===== config.mk =====
export PLATFORM = sky130hd
export DESIGN_NAME = key_debounce
export DESIGN_NICKNAME = d
export VERILOG_FILES = /design/src/rtl/key_debounce.sv
export SDC_FILE = /design/constraint.sdc
export NUM_CORES = 1
export LEC_CHECK = 0
export ABC_AREA = 1
export CAP_MARGIN = 0
export CORE_ASPECT_RATIO = 1.2
export CORE_MARGIN = 4
export CORE_UTILIZATION = 50
export CTS_CLUSTER_SIZE = 40
export DETAILED_ROUTE_END_ITERATION = 6
export PLACE_DENSITY = 0.69
export SLEW_MARGIN = 20
export SYNTH_ARGS = -nofsm -noshare
export SYNTH_HDL_FRONTEND = slang
export SYNTH_SLANG_ARGS = --single-unit

===== constraint.sdc =====
create_clock -name ck -period 4.2 [get_ports ck]
set_clock_uncertainty 0.2 [all_clocks]
set_input_delay 0.84 -clock ck [delete_from_list [all_inputs] [get_ports ck]]
set_output_delay 0.84 -clock ck [all_outputs]
set_load 0.005 [all_outputs]

===== src/rtl/key_debounce.sv =====
// Pushbutton synchronizer and debouncer with clean level and press/release pulses.
// Optional auto-repeat of key_press while held: define REPEAT_EN.
module key_debounce #(
    parameter int N        = 4,
    parameter int DIV      = 250000,
    parameter int STABLE   = 4,
    parameter int RPT_DLY  = 100,
    parameter int RPT_RATE = 20
) (
    input  logic         ck,
    input  logic         rs,
    input  logic [N-1:0] key_n,
    output logic [N-1:0] key_level,
    output logic [N-1:0] key_press,
    output logic [N-1:0] key_release
);

    localparam int DW = (DIV > 1) ? $clog2(DIV) : 1;
    localparam int CW = (STABLE > 0) ? $clog2(STABLE + 1) : 1;
    localparam logic [DW-1:0] DIV_LAST = DW'(DIV - 1);
    localparam logic [CW-1:0] STB      = CW'(STABLE);
    localparam logic [CW-1:0] C_ONE    = CW'(1);

    typedef enum logic [1:0] {
        IDLE  = 2'd0,
        PWAIT = 2'd1,
        HELD  = 2'd2,
        RWAIT = 2'd3
    } st_t;

    logic [N-1:0]  sync1_q, sync1_d;
    logic [N-1:0]  sync2_q, sync2_d;
    logic [DW-1:0] div_q, div_d;
    logic          tick;
    logic [N-1:0]  s;

    st_t           state_q [N];
    st_t           state_d [N];
    logic [CW-1:0] cnt_q   [N];
    logic [CW-1:0] cnt_d   [N];
    logic [N-1:0]  level_q, level_d;
    logic [N-1:0]  press_q, press_d;
    logic [N-1:0]  rel_q, rel_d;

`ifdef REPEAT_EN
    localparam int RMAX = (RPT_DLY > RPT_RATE) ? RPT_DLY : RPT_RATE;
    localparam int RW   = $clog2(RMAX + 1);
    localparam logic [RW-1:0] R_DLY  = RW'(RPT_DLY);
    localparam logic [RW-1:0] R_RATE = RW'(RPT_RATE);
    localparam logic [RW-1:0] R_ONE  = RW'(1);

    logic [RW-1:0] rpt_q [N];
    logic [RW-1:0] rpt_d [N];
    logic [N-1:0]  rfast_q, rfast_d;
    logic [RW-1:0] rpt_nxt;
`endif

    assign tick = (div_q == DIV_LAST);
    assign s    = ~sync2_q;

    assign key_level   = level_q;
    assign key_press   = press_q;
    assign key_release = rel_q;

    // Synchronizer shift and free-running sample divider.
    always_comb begin
        sync1_d = key_n;
        sync2_d = sync1_q;
        div_d   = tick ? '0 : div_q + DW'(1);
    end

    // Synchronizer and divider registers; keys read as released out of reset.
    always_ff @(posedge ck or posedge rs) begin
        if (rs) begin
            sync1_q <= '1;
            sync2_q <= '1;
            div_q   <= '0;
        end else begin
            sync1_q <= sync1_d;
            sync2_q <= sync2_d;
            div_q   <= div_d;
        end
    end

    // Per-key debounce FSM, advanced only on sample ticks.
    always_comb begin
        state_d = state_q;
        cnt_d   = cnt_q;
        level_d = level_q;
        press_d = '0;
        rel_d   = '0;
`ifdef REPEAT_EN
        rpt_d   = rpt_q;
        rfast_d = rfast_q;
        rpt_nxt = '0;
`endif
        for (int i = 0; i < N; i++) begin
            if (tick) begin
                unique case (state_q[i])
                    IDLE: begin
                        if (s[i]) begin
                            if (STABLE <= 1) begin
                                state_d[i] = HELD;
                                cnt_d[i]   = '0;
                                level_d[i] = 1'b1;
                                press_d[i] = 1'b1;
`ifdef REPEAT_EN
                                rpt_d[i]   = '0;
                                rfast_d[i] = 1'b0;
`endif
                            end else begin
                                state_d[i] = PWAIT;
                                cnt_d[i]   = C_ONE;
                            end
                        end
                    end
                    PWAIT: begin
                        if (!s[i]) begin
                            state_d[i] = IDLE;
                            cnt_d[i]   = '0;
                        end else if (cnt_q[i] + C_ONE >= STB) begin
                            state_d[i] = HELD;
                            cnt_d[i]   = '0;
                            level_d[i] = 1'b1;
                            press_d[i] = 1'b1;
`ifdef REPEAT_EN
                            rpt_d[i]   = '0;
                            rfast_d[i] = 1'b0;
`endif
                        end else begin
                            cnt_d[i] = cnt_q[i] + C_ONE;
                        end
                    end
                    HELD: begin
                        if (!s[i]) begin
                            if (STABLE <= 1) begin
                                state_d[i] = IDLE;
                                cnt_d[i]   = '0;
                                level_d[i] = 1'b0;
                                rel_d[i]   = 1'b1;
                            end else begin
                                state_d[i] = RWAIT;
                                cnt_d[i]   = C_ONE;
                            end
                        end else begin
`ifdef REPEAT_EN
                            rpt_nxt = rpt_q[i] + R_ONE;
                            if (rpt_nxt == (rfast_q[i] ? R_RATE : R_DLY)) begin
                                press_d[i] = 1'b1;
                                rpt_d[i]   = '0;
                                rfast_d[i] = 1'b1;
                            end else begin
                                rpt_d[i] = rpt_nxt;
                            end
`endif
                        end
                    end
                    RWAIT: begin
                        if (s[i]) begin
                            state_d[i] = HELD;
                            cnt_d[i]   = '0;
`ifdef REPEAT_EN
                            rpt_d[i]   = '0;
                            rfast_d[i] = 1'b0;
`endif
                        end else if (cnt_q[i] + C_ONE >= STB) begin
                            state_d[i] = IDLE;
                            cnt_d[i]   = '0;
                            level_d[i] = 1'b0;
                            rel_d[i]   = 1'b1;
                        end else begin
                            cnt_d[i] = cnt_q[i] + C_ONE;
                        end
                    end
                endcase
            end
        end
    end

    // Per-key state, counters and registered outputs.
    always_ff @(posedge ck or posedge rs) begin
        if (rs) begin
            for (int i = 0; i < N; i++) begin
                state_q[i] <= IDLE;
                cnt_q[i]   <= '0;
`ifdef REPEAT_EN
                rpt_q[i]   <= '0;
`endif
            end
            level_q <= '0;
            press_q <= '0;
            rel_q   <= '0;
`ifdef REPEAT_EN
            rfast_q <= '0;
`endif
        end else begin
            for (int i = 0; i < N; i++) begin
                state_q[i] <= state_d[i];
                cnt_q[i]   <= cnt_d[i];
`ifdef REPEAT_EN
                rpt_q[i]   <= rpt_d[i];
`endif
            end
            level_q <= level_d;
            press_q <= press_d;
            rel_q   <= rel_d;
`ifdef REPEAT_EN
            rfast_q <= rfast_d;
`endif
        end
    end

endmodule

==> reports/qor.yml, run 1 <==
dieHeight_um: 92.1
final_util: 0.599
max_freq_mhz: 449
wl_per_cell_um: 10.9
antenna_found_initial: 0
routed_wl_mm: 5.21
insertion_delay_ps: 330
drc: 0
final_cell_mix: "nand2_1, inv_1, dfrtp_1, nor2_1, nand3_1"
syn_area_per_cell_um2: 8.09
clkTransAtPathRegs_ps: 60
netlist_area_um2: 2950
final_nets: 402
start_util: 0.516
rows: 30
synth-main-ff-cell: "dfrtp_1"
slew_headroom: 0.540
fin_tns_setup_ps: 0
place_congestion: 0.804
holdBufCountCts: 0
cts_tree: "done"
crit_path_end: "key_level[2]"
period_needed_ps: 2230
grt_max_degree: 35
slowest_delay_ps: 500
io_buffers: 17
worst-r2r-cell-count: 8
power.density_nw_per_um2: 336
crit_fanout: 2
fillCellCount: 515
p_leak_uw: 0.00175
die_w_um: 78.1
synth-seq-cells: 58
grt_use_total: 0.167
ys_seq_area_frac: 0.496
holdCritPathClass: "reg2reg"
cp_slowest_cell: "clkdlybuf4s50_1"
drive_gt1_frac: 0.141
postCtsSetupRepairBufs: 0
ir_drop_uv: 216
path_buf_inv: 1
worst_slew_pin_slew_ps: 689
die_area_um2: 7190
status: "complete, no violations"
cpLargestDelayFamily: "buffers and inverters"
required_ps: 3160
drt_iter0_markers: 68
final-max-slew-violation-count: 0
fin_area_um2: 3420
reg2reg_slack_ps: 2170
finalSetupViolCount: 0
cts_root_buffer: "clkbuf_8"
syn_nets: 375
dr.pass1.iters: 4
hold_violations: 0
via_count: 2322
path_cells: "clkdlybuf4s50_1"
place_area_um2: 3200
synth_edf_count: 0
r2r-start: "div_q[0]$_DFF_PP0_"
async_flop_share: 1.00
cts_buffer_depth: 2
drtAntennaViolNets: 0
layout_commonest_cell: "nand2_1"
cp-start-kind: "flip-flop"
crit_type: "reg2out"
h-tree-depth: 3
diodes: 0
worst-path-stages: 1
ios: 18
cts_made_buffers: 9
cts_resized: 0
grt_pass1_vias: 2197
crit_start: "key_level[2]$_DFFE_PP0P_"
ys_types: 31
core_um2: 5710
area_growth_pct: 16.0
grt_pass1_wl_mm: 9.42
min_path_cells: 0
max-cap-violations: 0
period_share: 0.530
grt_overflow_total: 0
r2r-end: "cnt_q[10]$_DFFE_PP0P_"
rsz0062_at_grt: "false"
cts.sinks: 58
arrival_ps: 1190
synth-warning-count: 0
viasPerCell: 4.88
synth_cells: 364
detailedPlacementHpwl_mm: 3.85
end_kind: "output port"
## synth_stat cells, drive strengths merged (5+ instances only)
master,n,area share
o21ai,18,0.032
nand3,28,0.054
nand2,110,0.15
dfstp,8,0.071
nand4,8,0.017
xor2,5,0.015
ha,5,0.021
a21oi,8,0.015
nor3,13,0.036
inv,57,0.073
dfrtp,50,0.42
nor2,43,0.062
## cells by family (layout without fill, tap and decap cells)
| group | after synthesis | in the layout | synth area share |
|---|---|---|---|
| simple gates | 209 | 209 | 0.335 |
| xor+xnor | 5 | 5 | 0.0149 |
| fa+ha+maj | 5 | 5 | 0.0212 |
| buf+inv | 60 | 92 | 0.0836 |
| compound gates | 27 | 27 | 0.0488 |
| flops | 58 | 58 | 0.496 |
## routing by layer
metal | wire [um] | track usage
met3 | 127 | 0.0314
met1 | 2380 | 0.205
met5 | 0 | 0
met2 | 2530 | 0.264
met4 | 177 | 0.114
## layout make-up
class                      instances  area [um2]  share of cell area
clock buffer                      11         141              0.0414
clock inverter                     5        77.6              0.0227
multi-input combinational        246        1240               0.362
timing repair buffer              19         185              0.0542
sequential                        58        1460               0.428
inverter                          57         214              0.0626
tap                               80         100              0.0293
## registers in the layout (all words and copies together) (netlist names), named ones only
signal       cells
cnt_q           12
div_q           18
key_press        4
key_release      4
sync2_q          4
sync1_q          4
key_level        4
state_q          4
## power by group
part,switching (uW),leakage [uW],internal (uW)
Combinational,17.6,0.000869,8.16
Clock,208,0.000109,348
Sequential,2.09,0.000769,566
## worst min-delay path by stage
stage,to,slack [ps],from
3_3_place_gp,sync2_q[3]$_DFF_PP1_,150,sync1_q[3]$_DFF_PP1_
3_5_place_dp,sync2_q[2]$_DFF_PP1_,150,sync1_q[2]$_DFF_PP1_
4_1_cts,sync2_q[2]$_DFF_PP1_,160,sync1_q[2]$_DFF_PP1_
2_1_floorplan,sync2_q[0]$_DFF_PP1_,150,sync1_q[0]$_DFF_PP1_
5_1_grt,sync2_q[2]$_DFF_PP1_,160,sync1_q[2]$_DFF_PP1_
6_report,sync2_q[2]$_DFF_PP1_,150,sync1_q[2]$_DFF_PP1_
## through the flow
stage | hold WS (ps) | std cells | setup slack (ps) | total power (uW)
floorplan | 145 | 364 | 1750 | 593
global placement | 145 | 460 | 1990 | 604
detailed placement | 148 | 460 | 1980 | 605
CTS | 156 | 476 | 1940 | 1170
global route | 159 | 476 | 1920 | 1200
finish | 155 | 476 | 1970 | 1150
(Power assumes the default switching activity.)
==> inputs of run 2 (changes only) <==
==> constraint.sdc (replaced) <==
create_clock -name ck -period 2.25 [get_ports ck]
set_clock_uncertainty 0.2 [all_clocks]
set_input_delay 0.45 -clock ck [delete_from_list [all_inputs] [get_ports ck]]
set_output_delay 0.45 -clock ck [all_outputs]
set_load 0.005 [all_outputs]
==> run 2 against run 1 <==
  * Cell count unchanged
  * Global-route usage rose by 0.35 points
  * Non-clock buffer count grew 1
  * Setup slack worse by 1700 ps
  * Hold slack gained 1.4 ps
  * Critical path type is now reg2reg
==> reports/qor.yml, run 2 (same netlist as run 1, synthesis figures left out) <==
status: "complete, no violations"
detailedPlacementHpwl_mm: 3.87  # +0.33%
use_met1: 0.192  # -0.0134
cts_root_buffer: "clkbuf_8"
holdCritPathClass: "reg2reg"
ios: 18  # unchanged
final_util: 0.597  # -0.00241
top_regs: "div_q (18), cnt_q (12)"
cp_slowest_cell: "dfrtp_1"
largest_reg_flops: 18  # unchanged
fillCellCount: 536  # +4.1%
diodes: 0  # unchanged
drt_iter0_markers: 60  # -12%
final-max-slew-violation-count: 0  # unchanged
fin_tns_setup_ps: 0  # unchanged
hold_start: "sync1_q[1]$_DFF_PP1_"
core_um2: 5710  # unchanged
drc: 0  # unchanged
grt_overflow_total: 0  # unchanged
whs_ps: 156  # +1.36 ps
drive_gt1_frac: 0.139  # -0.00253
h-tree-depth: 3  # unchanged
largest_register: "div_q"
holdBufCountCts: 0  # unchanged
r2r-start: "div_q[0]$_DFF_PP0_"
via_count: 2356  # +1.5%
clkTransAtPathRegs_ps: 60  # about the same
path_cells: "ha_1, nand3_2, inv_1, nand3_2, nor2_4, buf_4, nand4_1, nand2_1"
hold_violations: 0  # unchanged
antenna_found_initial: 0  # unchanged
dieHeight_um: 92.1  # unchanged
final_nets: 403  # +0.25%
arrival_ps: 2030  # +840 ps
cts_resized: 0  # unchanged
power.density_nw_per_um2: 598  # +78%
grtUsageMet3: 0.0413  # +0.00982
viasPerCell: 4.95  # +1.5%
use_met2: 0.299  # +0.0350
cts_tree: "done"
layout_commonest_cell: "nand2_1"
reg2reg_slack_ps: 300  # -1870 ps
worst_slew_pin_slew_ps: 467  # -222 ps
start_util: 0.516  # unchanged
crit_fanout: 13  # +11
grt_max_degree: 59  # +69%
rows: 30  # unchanged
die_area_um2: 7190  # unchanged
max_freq_mhz: 512
cpLargestDelayFamily: "simple AND/OR/NAND/NOR gates"
cp-start-kind: "flip-flop"
rsz0062_at_grt: "false"
slew_headroom: 0.687  # +0.148
place_inst: 461  # +0.22%
period_share: 0.868
slowest_delay_ps: 370  # -130 ps
cts_made_buffers: 9  # unchanged
max-cap-violations: 0  # unchanged
dr.pass1.iters: 4  # unchanged
grt_pass1_wl_mm: 9.73  # +3.3%
postCtsSetupRepairBufs: 0  # unchanged
place_congestion: 0.798  # -0.75%
wl_per_cell_um: 11.3  # +3.1%
end_kind: "flip-flop"
busiest_layer: "met2"
cp_common_cell: "nand3_2"
cts.sinks: 58  # unchanged
ir_drop_uv: 438  # +100%
routed_wl_mm: 5.37  # +3.1%
finalSetupViolCount: 0  # unchanged
fin_area_um2: 3400  # -0.40%
period_needed_ps: 1950
crit_type: "reg2reg"
area_growth_pct: 15.5
die_w_um: 78.1  # unchanged
path_buf_inv: 2  # +1
crit_start: "div_q[0]$_DFF_PP0_"
final_cell_mix: "nand2_1, inv_1, dfrtp_1, nor2_1, nand3_1"
grt_pass1_vias: 2325  # +5.8%
drtAntennaViolNets: 0  # unchanged
place_area_um2: 3220  # +0.63%
io_buffers: 17  # unchanged
grt_use_total: 0.171  # +0.00350
required_ps: 2320  # -840 ps
insertion_delay_ps: 330  # about the same
p_leak_uw: 0.00174  # -0.14%
final-instance-count-excl-fill: 476  # unchanged
cts_buffer_depth: 2  # unchanged
==> run 2: cell types whose count changed in the layout (fill, tap and decap cells not counted) <==
cell	previous run	this run
clkinvlp_4	1	0
bufinv_16	2	1
buf_12	0	1
clkbuf_1	1	2
==> run 2: layer usage <==
metal	part of all wire	wire, um
met3	0.030	163
met5	0	0
met1	0.43	2310
met4	0.019	102
met2	0.52	2800
==> run 2: final timing paths <==
path | cells after the start | to
max in group asynchronous | 3 | sync2_q[1]$_DFF_PP1_
min in group asynchronous | 3 | cnt_q[4]$_DFFE_PP0P_
hold reg to reg | 0 | sync2_q[1]$_DFF_PP1_
hold / removal | 0 | sync2_q[1]$_DFF_PP1_
setup / recovery | 8 | flip-flop
setup reg to reg | 8 | flip-flop
==> run 2: power by group <==
| part | switching (uW) | total [uW] | internal [uW] | leakage, uW |
|---|---|---|---|---|
| clock network | 394 | 927 | 532 | 0.0000962 |
| registers | 3.81 | 1060 | 1060 | 0.000769 |
| logic | 33.5 | 50.2 | 16.7 | 0.000880 |
| total | 431 | 2040 | 1610 | 0.00174 |
==> run 2: stage by stage <==
stage / total power (uW) / setup slack [ps]
2_1_floorplan: 1110 / 185
3_3_place_gp: 1130 / 384
3_5_place_dp: 1130 / 300
4_1_cts: 2060 / 291
5_1_grt: 2120 / 100
6_report: 2040 / 297
==> run 2: area by class of cell <==
cell class | instances | area [um2] | area share
Clock inverter | 3 | 40.0 | 0.0118
Multi-Input combinational cell | 246 | 1240 | 0.364
Sequential cell | 58 | 1460 | 0.429
Timing Repair Buffer | 20 | 205 | 0.0603
Inverter | 57 | 214 | 0.0628
Tap cell | 80 | 100 | 0.0294
Clock buffer | 12 | 145 | 0.0426
==> inputs of run 3 (changes only) <==
--- a/config.mk
+++ b/config.mk
@@ -10,6 +10,7 @@
 export CORE_ASPECT_RATIO = 1.2
 export CORE_MARGIN = 4
 export CORE_UTILIZATION = 50
+export CTS_BUF_LIST = sky130_fd_sc_hd__clkbuf_4
 export CTS_CLUSTER_SIZE = 40
 export DETAILED_ROUTE_END_ITERATION = 6
 export PLACE_DENSITY = 0.69
@@ -17,3 +18,4 @@
 export SYNTH_ARGS = -nofsm -noshare
 export SYNTH_HDL_FRONTEND = slang
 export SYNTH_SLANG_ARGS = --single-unit
+export TNS_END_PERCENT = 20
==> run 3 against run 2 <==
  * Critical path type unchanged
  * Wire length down 0.73%
  * Sequential power hardly changed
  * Highest routed layer unchanged
  * Setup slack better by 2.7 ps
  * Total power decreased by 10%
==> reports/qor.yml, run 3 (same netlist as run 1, synthesis figures left out) <==
status: "complete, no violations"
postCtsSetupRepairBufs: 0  # unchanged
slowest_delay_ps: 380  # about the same
wl_met2_mm: 2.76  # -1.4%
dr_wl_met3_um: 161  # -1.2%
grt_pass1_wl_mm: 9.64  # -0.93%
antenna_found_initial: 0  # unchanged
cts.sinks: 58  # unchanged
cts_root_buffer: "clkbuf_4"
place_inst: 461  # unchanged
final-instance-count-excl-fill: 476  # unchanged
holdCritPathClass: "reg2reg"
largest_reg_flops: 18  # unchanged
required_ps: 2390  # +70 ps
period_needed_ps: 1950  # -2.69 ps
final_nets: 403  # unchanged
place_congestion: 0.798  # unchanged
ios: 18  # unchanged
rows: 30  # unchanged
start_util: 0.516  # unchanged
largest_register: "div_q"
ir_drop_uv: 485  # +11%
power.density_nw_per_um2: 547  # -8.6%
diodes: 0  # unchanged
path_cells: "ha_1, nand3_2, inv_1, nand3_2, nor2_4, buf_4, nand4_1, nand2_1"
grt_pass1_vias: 2320  # -0.22%
final_cell_mix: "nand2_1, inv_1, dfrtp_1, nor2_1, nand3_1"
cts_resized: 0  # unchanged
setup_ws_ps: 300  # +2.69 ps
path_buf_inv: 2  # unchanged
p_leak_uw: 0.00172  # -1.3%
insertion_delay_ps: 400  # +70 ps
cp_slowest_cell: "dfrtp_1"
h-tree-depth: 3  # unchanged
layout_commonest_cell: "nand2_1"
cts_buffer_depth: 2  # unchanged
end_kind: "flip-flop"
clkTransAtPathRegs_ps: 100  # +40 ps
drt_iter0_markers: 66  # +10%
core_um2: 5710  # unchanged
drive_gt1_frac: 0.141  # +0.00253
max-cap-violations: 0  # unchanged
die_area_um2: 7190  # unchanged
hold_violations: 0  # unchanged
cts_tree: "done"
dp_slack_ps: 300  # unchanged
io_buffers: 17  # unchanged
seq_area_um2: 1460  # unchanged
holdBufCountCts: 0  # unchanged
max_freq_mhz: 513  # +0.14%
dr.max_layer_used: "met4"
grt_max_degree: 59  # unchanged
wl_met1_mm: 2.30  # -0.26%
drtAntennaViolNets: 0  # unchanged
grt_overflow_total: 0  # unchanged
grt_use_total: 0.168  # -0.00229
wl_per_cell_um: 11.2  # -0.73%
cts_made_buffers: 9  # unchanged
rsz0062_at_grt: "false"
crit_fanout: 13  # unchanged
fin_tns_setup_ps: 0  # unchanged
fillCellCount: 539  # +0.56%
via_count: 2333  # -0.98%
dieHeight_um: 92.1  # unchanged
arrival_ps: 2090  # +60 ps
detailedPlacementHpwl_mm: 3.87  # unchanged
area_growth_pct: 13.5
cpLargestDelayFamily: "simple AND/OR/NAND/NOR gates"
die_w_um: 78.1  # unchanged
cp-start-kind: "flip-flop"
period_share: 0.867  # -0.00120
cp_common_cell: "nand3_2"
slew_headroom: 0.688  # about the same
dr.pass1.iters: 4  # unchanged
drc: 0  # unchanged
viasPerCell: 4.90  # -0.98%
crit_type: "reg2reg"
multiInputGateArea_um2: 1240  # unchanged
routed_wl_mm: 5.34  # -0.73%
final_util: 0.586  # -0.0103
top_regs: "div_q (18), cnt_q (12)"
worst_slew_pin_slew_ps: 467  # -0.697 ps
finalSetupViolCount: 0  # unchanged
final-max-slew-violation-count: 0  # unchanged
-- run 3: cell count changes in the layout (fill, tap and decap cells not counted), sizes merged --
cell    before  now
clkbuf      12   11
clkinv       2    3
-- run 3: final timing paths --
check | startpoint | end | slack [ps] | cells past startpoint
setup / recovery | div_q[0]$_DFF_PP0_ | flip-flop | 300 | 8
hold / removal | sync1_q[1]$_DFF_PP1_ | sync2_q[1]$_DFF_PP1_ | 160 | 0
setup reg to reg | div_q[0]$_DFF_PP0_ | flip-flop | 300 | 8
hold reg to reg | sync1_q[1]$_DFF_PP1_ | sync2_q[1]$_DFF_PP1_ | 160 | 0
max in group asynchronous | rs | sync2_q[2]$_DFF_PP1_ | 1330 | 3
min in group asynchronous | rs | cnt_q[4]$_DFFE_PP0P_ | 210 | 3
-- run 3: layout make-up --
cell class | instances | share of cell area
Multi-Input combinational cell | 246 | 0.370
Tap cell | 80 | 0.0299
Clock inverter | 4 | 0.0131
Timing Repair Buffer | 20 | 0.0613
Clock buffer | 11 | 0.0247
Sequential cell | 58 | 0.437
Inverter | 57 | 0.0639
-- run 3: power by group --
group	internal [uW]	switching (uW)	leakage, uW
Clock	351	369	0.0000741
Combinational	16.7	33.7	0.000880
Sequential	1050	3.70	0.000769
Total	1420	407	0.00172
-- run 3: metrics by stage --
step	hold WS (ps)	total power, uW	area [um2]
3_3_place_gp	146	1130	3220
3_5_place_dp	148	1130	3220
2_1_floorplan	145	1110	2950
6_report	160	1830	3350
5_1_grt	165	1910	3350
4_1_cts	160	1850	3350
-- run 3: routing by layer --
metal / vias up / track usage
met5: - / 0
met4: 0 / 0.0948
met3: 9 / 0.0324
met2: 26 / 0.292
met1: 1102 / 0.192
li1: 1196 / -
-- run 3: worst register-to-register path: stages, from the launching register on --
cell     delay (ps)
dfrtp_1         380
ha_1            200
nand3_2         120
inv_1           140
nand3_2         110
nor2_4          340
buf_4           220
nand4_1          90
nand2_1          90
